===== config.mk =====
export PLATFORM = sky130hd
export DESIGN_NAME = i2s_frame_lock_ctrl
export DESIGN_NICKNAME = d
export VERILOG_FILES = /design/src/rtl/i2s_frame_lock_ctrl.sv
export SDC_FILE = /design/constraint.sdc
export NUM_CORES = 1
export LEC_CHECK = 0
export CORE_MARGIN = 10
export CORE_UTILIZATION = 60
export CTS_BUF_LIST = sky130_fd_sc_hd__clkbuf_16
export CTS_CLUSTER_SIZE = 8
export DETAILED_ROUTE_END_ITERATION = 10
export HOLD_SLACK_MARGIN = 0.1
export PLACE_DENSITY = 0.82
export SYNTH_ARGS = -nofsm -noshare
export SYNTH_HDL_FRONTEND = slang
export SYNTH_SLANG_ARGS = --single-unit

===== constraint.sdc =====
create_clock -name bck -period 4.28 [get_ports bck]
set_clock_uncertainty 0.1 [all_clocks]
set_input_delay 0.428 -clock bck [delete_from_list [all_inputs] [get_ports bck]]
set_output_delay 0.428 -clock bck [all_outputs]
set_load 0.1 [all_outputs]

===== src/rtl/i2s_frame_lock_ctrl.sv =====
// Frame-lock controller for the I2S-to-16LJ path: measures BCK cycles per LRCK
// half-frame, qualifies 16/24/32-bit formats, and drives mute and frame-start resync.
module i2s_frame_lock_ctrl #(
  parameter int LOCK_HALVES   = 8,
  parameter int UNMUTE_HALVES = 4,
  parameter int TIMEOUT       = 64,
  parameter int ERR_W         = 8
) (
  input  logic             bck,
  input  logic             rst_n,
  input  logic             lrck_in,
  output logic             locked,
  output logic             mute,
  output logic [5:0]       half_bits,
  output logic             frame_start,
  output logic             channel,
  output logic [ERR_W-1:0] err_cnt
);

  typedef enum logic [1:0] {
    ST_SEARCH  = 2'd0,
    ST_ACQUIRE = 2'd1,
    ST_LOCKED  = 2'd2
  } state_t;

  localparam logic [6:0] LOCK_TGT   = 7'(LOCK_HALVES);
  localparam logic [5:0] UNMUTE_TGT = 6'(UNMUTE_HALVES);
  localparam logic [6:0] STALL_CNT  = 7'(TIMEOUT);
  localparam logic [6:0] CNT_MAX    = 7'd127;

  state_t           state, state_n;
  logic             lrck_d;
  logic [6:0]       bit_cnt;
  logic             first_seen;
  logic [5:0]       cand, cand_n;
  logic [5:0]       match_cnt, match_n;
  logic [5:0]       unmute_cnt, unmute_n;
  logic [5:0]       half_n;
  logic [ERR_W-1:0] err_n;
  logic             fs_n;

  logic lrck_edge, eval_edge, stall, len_valid;

  assign lrck_edge = (lrck_in != lrck_d);
  // The very first edge after reset bounds no complete half-frame, so it is only armed.
  assign eval_edge = lrck_edge && first_seen;
  assign stall     = !lrck_edge && (bit_cnt == STALL_CNT);
  assign len_valid = (bit_cnt == 7'd16) || (bit_cnt == 7'd24) || (bit_cnt == 7'd32);
  assign channel   = lrck_d;

  // NOTE: every variable is given a default before the case so no path leaves it
  // unassigned; otherwise synthesis infers a latch.
  always_comb begin
    state_n  = state;
    cand_n   = cand;
    match_n  = match_cnt;
    unmute_n = unmute_cnt;
    half_n   = half_bits;
    err_n    = err_cnt;
    fs_n     = 1'b0;
    case (state)
      ST_SEARCH: begin
        if (eval_edge && len_valid) begin
          cand_n  = bit_cnt[5:0];
          match_n = 6'd1;
          state_n = ST_ACQUIRE;
        end
      end
      ST_ACQUIRE: begin
        if (eval_edge) begin
          if (bit_cnt == {1'b0, cand}) begin
            if (({1'b0, match_cnt} + 7'd1) == LOCK_TGT) begin
              state_n  = ST_LOCKED;
              half_n   = cand;
              unmute_n = 6'd0;
            end else begin
              match_n = match_cnt + 6'd1;
            end
          end else if (len_valid) begin
            cand_n  = bit_cnt[5:0];
            match_n = 6'd1;
          end else begin
            state_n = ST_SEARCH;
            match_n = 6'd0;
          end
        end else if (stall) begin
          state_n = ST_SEARCH;
          match_n = 6'd0;
        end
      end
      ST_LOCKED: begin
        if (eval_edge && (bit_cnt == {1'b0, half_bits})) begin
          fs_n = 1'b1;
          if (unmute_cnt != UNMUTE_TGT) unmute_n = unmute_cnt + 6'd1;
        end else if (eval_edge || stall) begin
          state_n = ST_SEARCH;
          half_n  = 6'd0;
          if (err_cnt != '1) err_n = err_cnt + 1'b1;
        end
      end
      default: state_n = ST_SEARCH;
    endcase
  end

  // NOTE: sequential state uses non-blocking assignments so every register samples
  // pre-edge values regardless of statement order.
  always_ff @(posedge bck or negedge rst_n) begin
    if (!rst_n) begin
      state       <= ST_SEARCH;
      lrck_d      <= 1'b0;
      bit_cnt     <= 7'd1;
      first_seen  <= 1'b0;
      cand        <= 6'd0;
      match_cnt   <= 6'd0;
      unmute_cnt  <= 6'd0;
      half_bits   <= 6'd0;
      err_cnt     <= '0;
      frame_start <= 1'b0;
      locked      <= 1'b0;
      mute        <= 1'b1;
    end else begin
      state       <= state_n;
      lrck_d      <= lrck_in;
      first_seen  <= first_seen | lrck_edge;
      cand        <= cand_n;
      match_cnt   <= match_n;
      unmute_cnt  <= unmute_n;
      half_bits   <= half_n;
      err_cnt     <= err_n;
      frame_start <= fs_n;
      if (lrck_edge)              bit_cnt <= 7'd1;
      else if (bit_cnt != CNT_MAX) bit_cnt <= bit_cnt + 7'd1;
      // Both decode the current state so lock loss drops locked and raises mute together.
      locked      <= (state == ST_LOCKED);
      mute        <= !((state == ST_LOCKED) && (unmute_cnt == UNMUTE_TGT));
    end
  end

endmodule


==> Word level (Yosys, flattened, before mapping) <==
Cells that the tools add are included.
{ "classes": {"add_sub_neg": 5, "n_eq_ne": 28, "n_mux": 37, "bitwise": 2, "reduce_logical": 20} }
{ "ops": {"columns": ["cell", "count"], "rows": [
  ["6-bit 2-to-1 mux", 19],
  ["6-bit one-hot mux with 2 select lines", 4],
  ["2-bit != test (second input constant)", 10],
  ["6-bit AND reduction", 3],
  ["2-bit 2-to-1 mux", 8],
  ["7-bit by 5-bit == test with 1-bit output (second input constant)", 2],
  ["7-bit by 6-bit == test with 1-bit output", 2],
  ["7-bit 2-to-1 mux", 2],
  ["6-bit by 1-bit adder with 6-bit output (second input constant)", 2],
  ["4-bit != test (second input constant)", 3],
  ["8-bit by 1-bit adder with 8-bit output (second input constant)", 1],
  ["8-bit != test (second input constant)", 1],
  ["4-bit AND reduction", 2],
  ["6-bit by 1-bit adder with 7-bit output (second input constant)", 1],
  ["7-bit by 1-bit adder with 7-bit output (second input constant)", 1],
  ["7-bit by 4-bit == test with 1-bit output (second input constant)", 1],
  ["7-bit by 6-bit == test with 1-bit output (second input constant)", 1],
  ["7-bit == test (second input constant)", 1],
  ["7-bit != test (second input constant)", 1],
  ["6-bit by 3-bit == test with 1-bit output (second input constant)", 1],
  ["6-bit by 3-bit != test with 1-bit output (second input constant)", 1],
  ["2-bit one-hot mux with 3 select lines", 1],
  ["2-bit nonzero test", 3],
  ["1-bit logical AND", 5],
  ["11 further kinds", 16]
]} }
{ "totals": {"ff_bits": 46, "inputBits": 3, "out_inout_bits": 18, "elab_cells": 104} }

==> Logic depth before layout (Yosys ltp) <==
{ "depth": {"depth_word": 7, "mapped_depth": 9, "depth_no_buf": 8} }

==> Least setup slack after synthesis <==
Ideal clock, no wire load.
{ "synth_timing": {"path_type": "register -> register", "startpoint": "register lrck_d (netlist: channel)", "endpoint": "register unmute_cnt[4]", "setup_time_ns": 0.126, "t_arrival_ns": 2.375, "t_required_ns": 4.054, "path_slack_ns": 1.679, "path_stages_with_launch": 7, "n_path_buf": 0, "synth_period_minus_slack_ns": 2.601, "cell_sequence": "dfrtp_1 > xor2_2 > nand4_2 > or3b_4 > a22o_4 > o21ai_1 > o31ai_1"} }
{ "synth_between": {"elab_chain_len": 5, "word_cells_on_any_way": 6, "classes_between": "eq/ne (3); reduce/logical (3)"} }
{ "synth_lines": {"columns": ["item", "line", "source"], "rows": [
  ["start, declared", "32", "logic lrck_d;"],
  ["start signal, assigned", "123", "lrck_d <= lrck_in;"],
  ["1-bit != test *", "44", "assign lrck_edge = (lrck_in != lrck_d);"],
  ["1-bit logical AND *", "46", "assign eval_edge = lrck_edge && first_seen;"],
  ["1-bit logical AND", "92", "if (eval_edge && (bit_cnt == {1'b0, half_bits})) begin"],
  ["2-bit != test (no line)", null, null],
  ["6-bit AND reduction (no line) *", null, null],
  ["end signal, assigned", "127", "unmute_cnt <= unmute_n;"],
  ["end, declared", "37", "logic [5:0] unmute_cnt, unmute_n;"]
]} }
Every way passes the cells marked *; elsewhere a longest branch is shown, timed or not.
A chain may end at the register's enable or synchronous reset.

==> Worst setup path in the final report <==
{ "layout_timing": {"startpoint": "register state[1]", "endpoint": "register unmute_cnt[4]"} }
{ "layout_between": {"elab_chain_len": 3, "word_cells_on_any_way": 10, "classes_between": "eq/ne (7); mux (1); reduce/logical (2)"} }
{ "layout_lines": {"columns": ["item", "line", "source"], "rows": [
  ["start, declared", "31", "state_t state, state_n;"],
  ["start signal, assigned", "122", "state <= state_n;"],
  ["2-bit == test / 2-bit by 1-bit == test with 1-bit output (equally long branches)", "61", "case (state)"],
  ["2-bit != test (no line) / 2-bit nonzero test (equally long branches)", null, null],
  ["6-bit AND reduction (no line)", null, null]
]} }
Several ways; a longest one is shown, not always the timed one.

==> results.cfg <==
[run_status]
outcome = finished clean

[clocking]
cts.sinks = 46
cts_made_buffers = 5
cts_tree = done
clockBufferDepth = 2
cts_resized = 0
cts-root-buf = clkbuf_16
path_clk_slew_ns = 0.06
clk-insertion-delay-late_ns = 0.28
holdBufCountCts = 0
htreeDepth = 2
post_cts_buffers = 0

[sta]
final_max_slew_viol_count = 0
tightest_slew_ns = 0.980
hold_viol = 0
period_needed_ns = 2.57
setup_tns_ns = 0
fmaxAchievable_mhz = 389
rsz0062_at_grt = false
slew_headroom_pct = 34.4
finalCritPeriodShare_pct = 60.1
setup_viol = 0

[power]
p_sw_w = 0.000394
sw_frac_of_total_pct = 32.4
power.internal_w = 0.000824
total_leakage_power_nw = 1.27
pwr-share-comb_pct = 23.7
ir_worst_vdd_uv = 378
seqPwrFrac_pct = 42.0
pwr-share-clk_pct = 34.3
p_per_area_nw_per_um2 = 419

[placement]
place_area_sq_um = 2750
gp_congestion = 0.857
place_hpwl_um = 3860
dp.cells = 303
port-buffer-count = 20

[grt]
grt_usage_pct = 15.6
grt_pass1_wl_um = 9430
antenna_found_initial = 0
grt_pass1_vias = 1913
grt_start_max_net_pins = 47
globalRouteOverflowTotal = 0

[synthesis]
synth-xor-area-share_pct = 8.99
syn_area_sq_um = 2520
ys_types = 57
synth-simple-area-share_pct = 21.8
syn-instance-count = 240
synth-seq-area-share_pct = 45.8
synth_top_family_by_area = simple AND/OR/NAND/NOR gates
synth_flop_cell = dfrtp_1
synth_fa_ha_area_share_pct = 2.98
ys_ff_latch = 46
synthMuxAreaShare_pct = 3.53
syn_avg_cell_area_sq_um = 10.5
synth_compound_area_share_pct = 14.4
synth_edf_count = 0
ys.warnings.count = 0
async_flop_share_pct = 100
syn_nets = 249

[hold_path]
hold_class = input pin to asynchronous set/reset pin

[layout]
fin_nets = 269
drive_above_1_share_pct = 13.8
insertedDiodeCount = 0
fillers = 291
syn2layout_area_growth_pct = 15.2
most-common-layout-cells = dfrtp_1 (44), clkdlybuf4s50_1 (19), nand2_1 (18), xnor2_1 (15), nor2_1 (15)
stdcell_count = 310
final_common_cell = dfrtp_1
final_area_sq_um = 2900

[drt]
wire_per_inst_um = 17.1
ant_nets = 0
finalWirelength_um = 5300
dr.pass1.iters = 4
viasPerCell = 6.13
num_vias = 1901
drt_iter0_markers = 176
drc = 0

[setup_path]
worst-endpoint-required_ns = 4.35
cp_data_arrival_time_ns = 2.64
r2r_cells = 7
crit_type = flop to flop
end_kind = flop
start_kind = flop
worstPathMaxFanout = 14

[floorplan]
pin_count = 21
die_w_um = 84.8
die-area_sq_um = 7190
core-area_sq_um = 4030
start_util_pct = 62.5
die_y_um = 84.8
rows = 23

[run]
maxCapViolations = 0
[Yosys cell counts, drive strengths merged (5+ instances only)]
| cell | instances | area share, % |
|---|---|---|
| dfrtp | 44 | 44 |
| nand2 | 18 | 2.7 |
| nor2 | 17 | 2.9 |
| xnor2 | 15 | 5.2 |
| nand4 | 14 | 3.7 |
| o21ai | 13 | 2.6 |
| xor2 | 10 | 3.8 |
| inv | 8 | 1.2 |
| mux2 | 7 | 3.1 |
| nand3 | 7 | 1.4 |
| a21bo | 6 | 2.4 |
| a21oi | 6 | 1.2 |
| ha | 6 | 3.0 |
| nor3 | 6 | 2.2 |
| and2 | 5 | 1.2 |
| and3 | 5 | 1.2 |
| buf | 5 | 0.99 |
| nand2b | 5 | 1.2 |
[stage by stage]
stage	total power, W	hold slack (ns)	utilization (%)	setup WS [ns]
after floorplan	0.000725	0.0324	-	1.68
after global placement	0.000796	0.366	68.1	1.45
after detailed placement	0.000803	0.370	68.1	1.46
after CTS	0.00123	0.243	72.1	1.74
after global routing	0.00128	0.277	72.1	1.53
final	0.00122	0.209	72.1	1.71
[worst max-delay path: stages (launching register included)]
cell     delay [ns]
dfrtp_1        0.55
nand2_1        0.37
inv_1          0.30
o31a_1         0.20
or3b_4         0.42
a22o_4         0.30
o21ai_1        0.14
o31ai_1        0.08
[metal layers]
| layer | vias up | global-route usage (%) | part of all wire, % |
|---|---|---|---|
| met1 | 928 | 19.6 | 44 |
| met3 | 13 | 4.73 | 6.1 |
| li1 | 906 | - | - |
| met2 | 54 | 24.6 | 48 |
| met5 | - | 0 | 0 |
| met4 | 0 | 5.84 | 2.0 |
[worst paths after layout]
check	from	slack, ns	to
min in group bck	unmute_cnt[5]	0.38	unmute_cnt[5]
hold / removal	rst_n	0.21	unmute_cnt[2]
hold reg to reg	unmute_cnt[5]	0.38	unmute_cnt[5]
setup / recovery	state[1]	1.71	unmute_cnt[4]
setup reg to reg	state[1]	1.71	unmute_cnt[4]
max in group asynchronous	rst_n	3.26	match_cnt[0]
[power by group through the flow]
stage / sequential, W / combinational, W / clock [W]
after floorplan: 0.000563 / 0.000162 / 0
after global placement: 0.000515 / 0.000281 / 0
after detailed placement: 0.000518 / 0.000285 / 0
after CTS: 0.000510 / 0.000287 / 0.000429
after global routing: 0.000517 / 0.000313 / 0.000446
final: 0.000511 / 0.000289 / 0.000418
[flip-flops by register name (all words and copies together) (netlist names)]
register,flops
locked,1
channel,1
state,2
half_bits,6
err_cnt,8
match_cnt,6
cand,6
bit_cnt,7
mute,1
unmute_cnt,6
frame_start,1
first_seen,1
[area by class of cell]
class / instances / area [sq um] / share of cell area, %
clock inverters: 2 / 33.8 / 1.16
multi-input cells: 179 / 1300 / 44.9
clock buffers: 5 / 125 / 4.31
repair buffers: 20 / 195 / 6.72
well taps: 50 / 62.6 / 2.15
flip-flops and latches: 46 / 1150 / 39.7
inverters: 8 / 30.0 / 1.03
[logic make-up after synthesis]
family                   count (synthesis)
adder cells (fa/ha/maj)                  6
AO/OA/AOI/OAI                           48
buffers and inverters                   15
flip-flops                              46
multiplexers                             8
XOR/XNOR                                25
AND/OR/NAND/NOR                         92
Power figures use the tool's default switching activity.
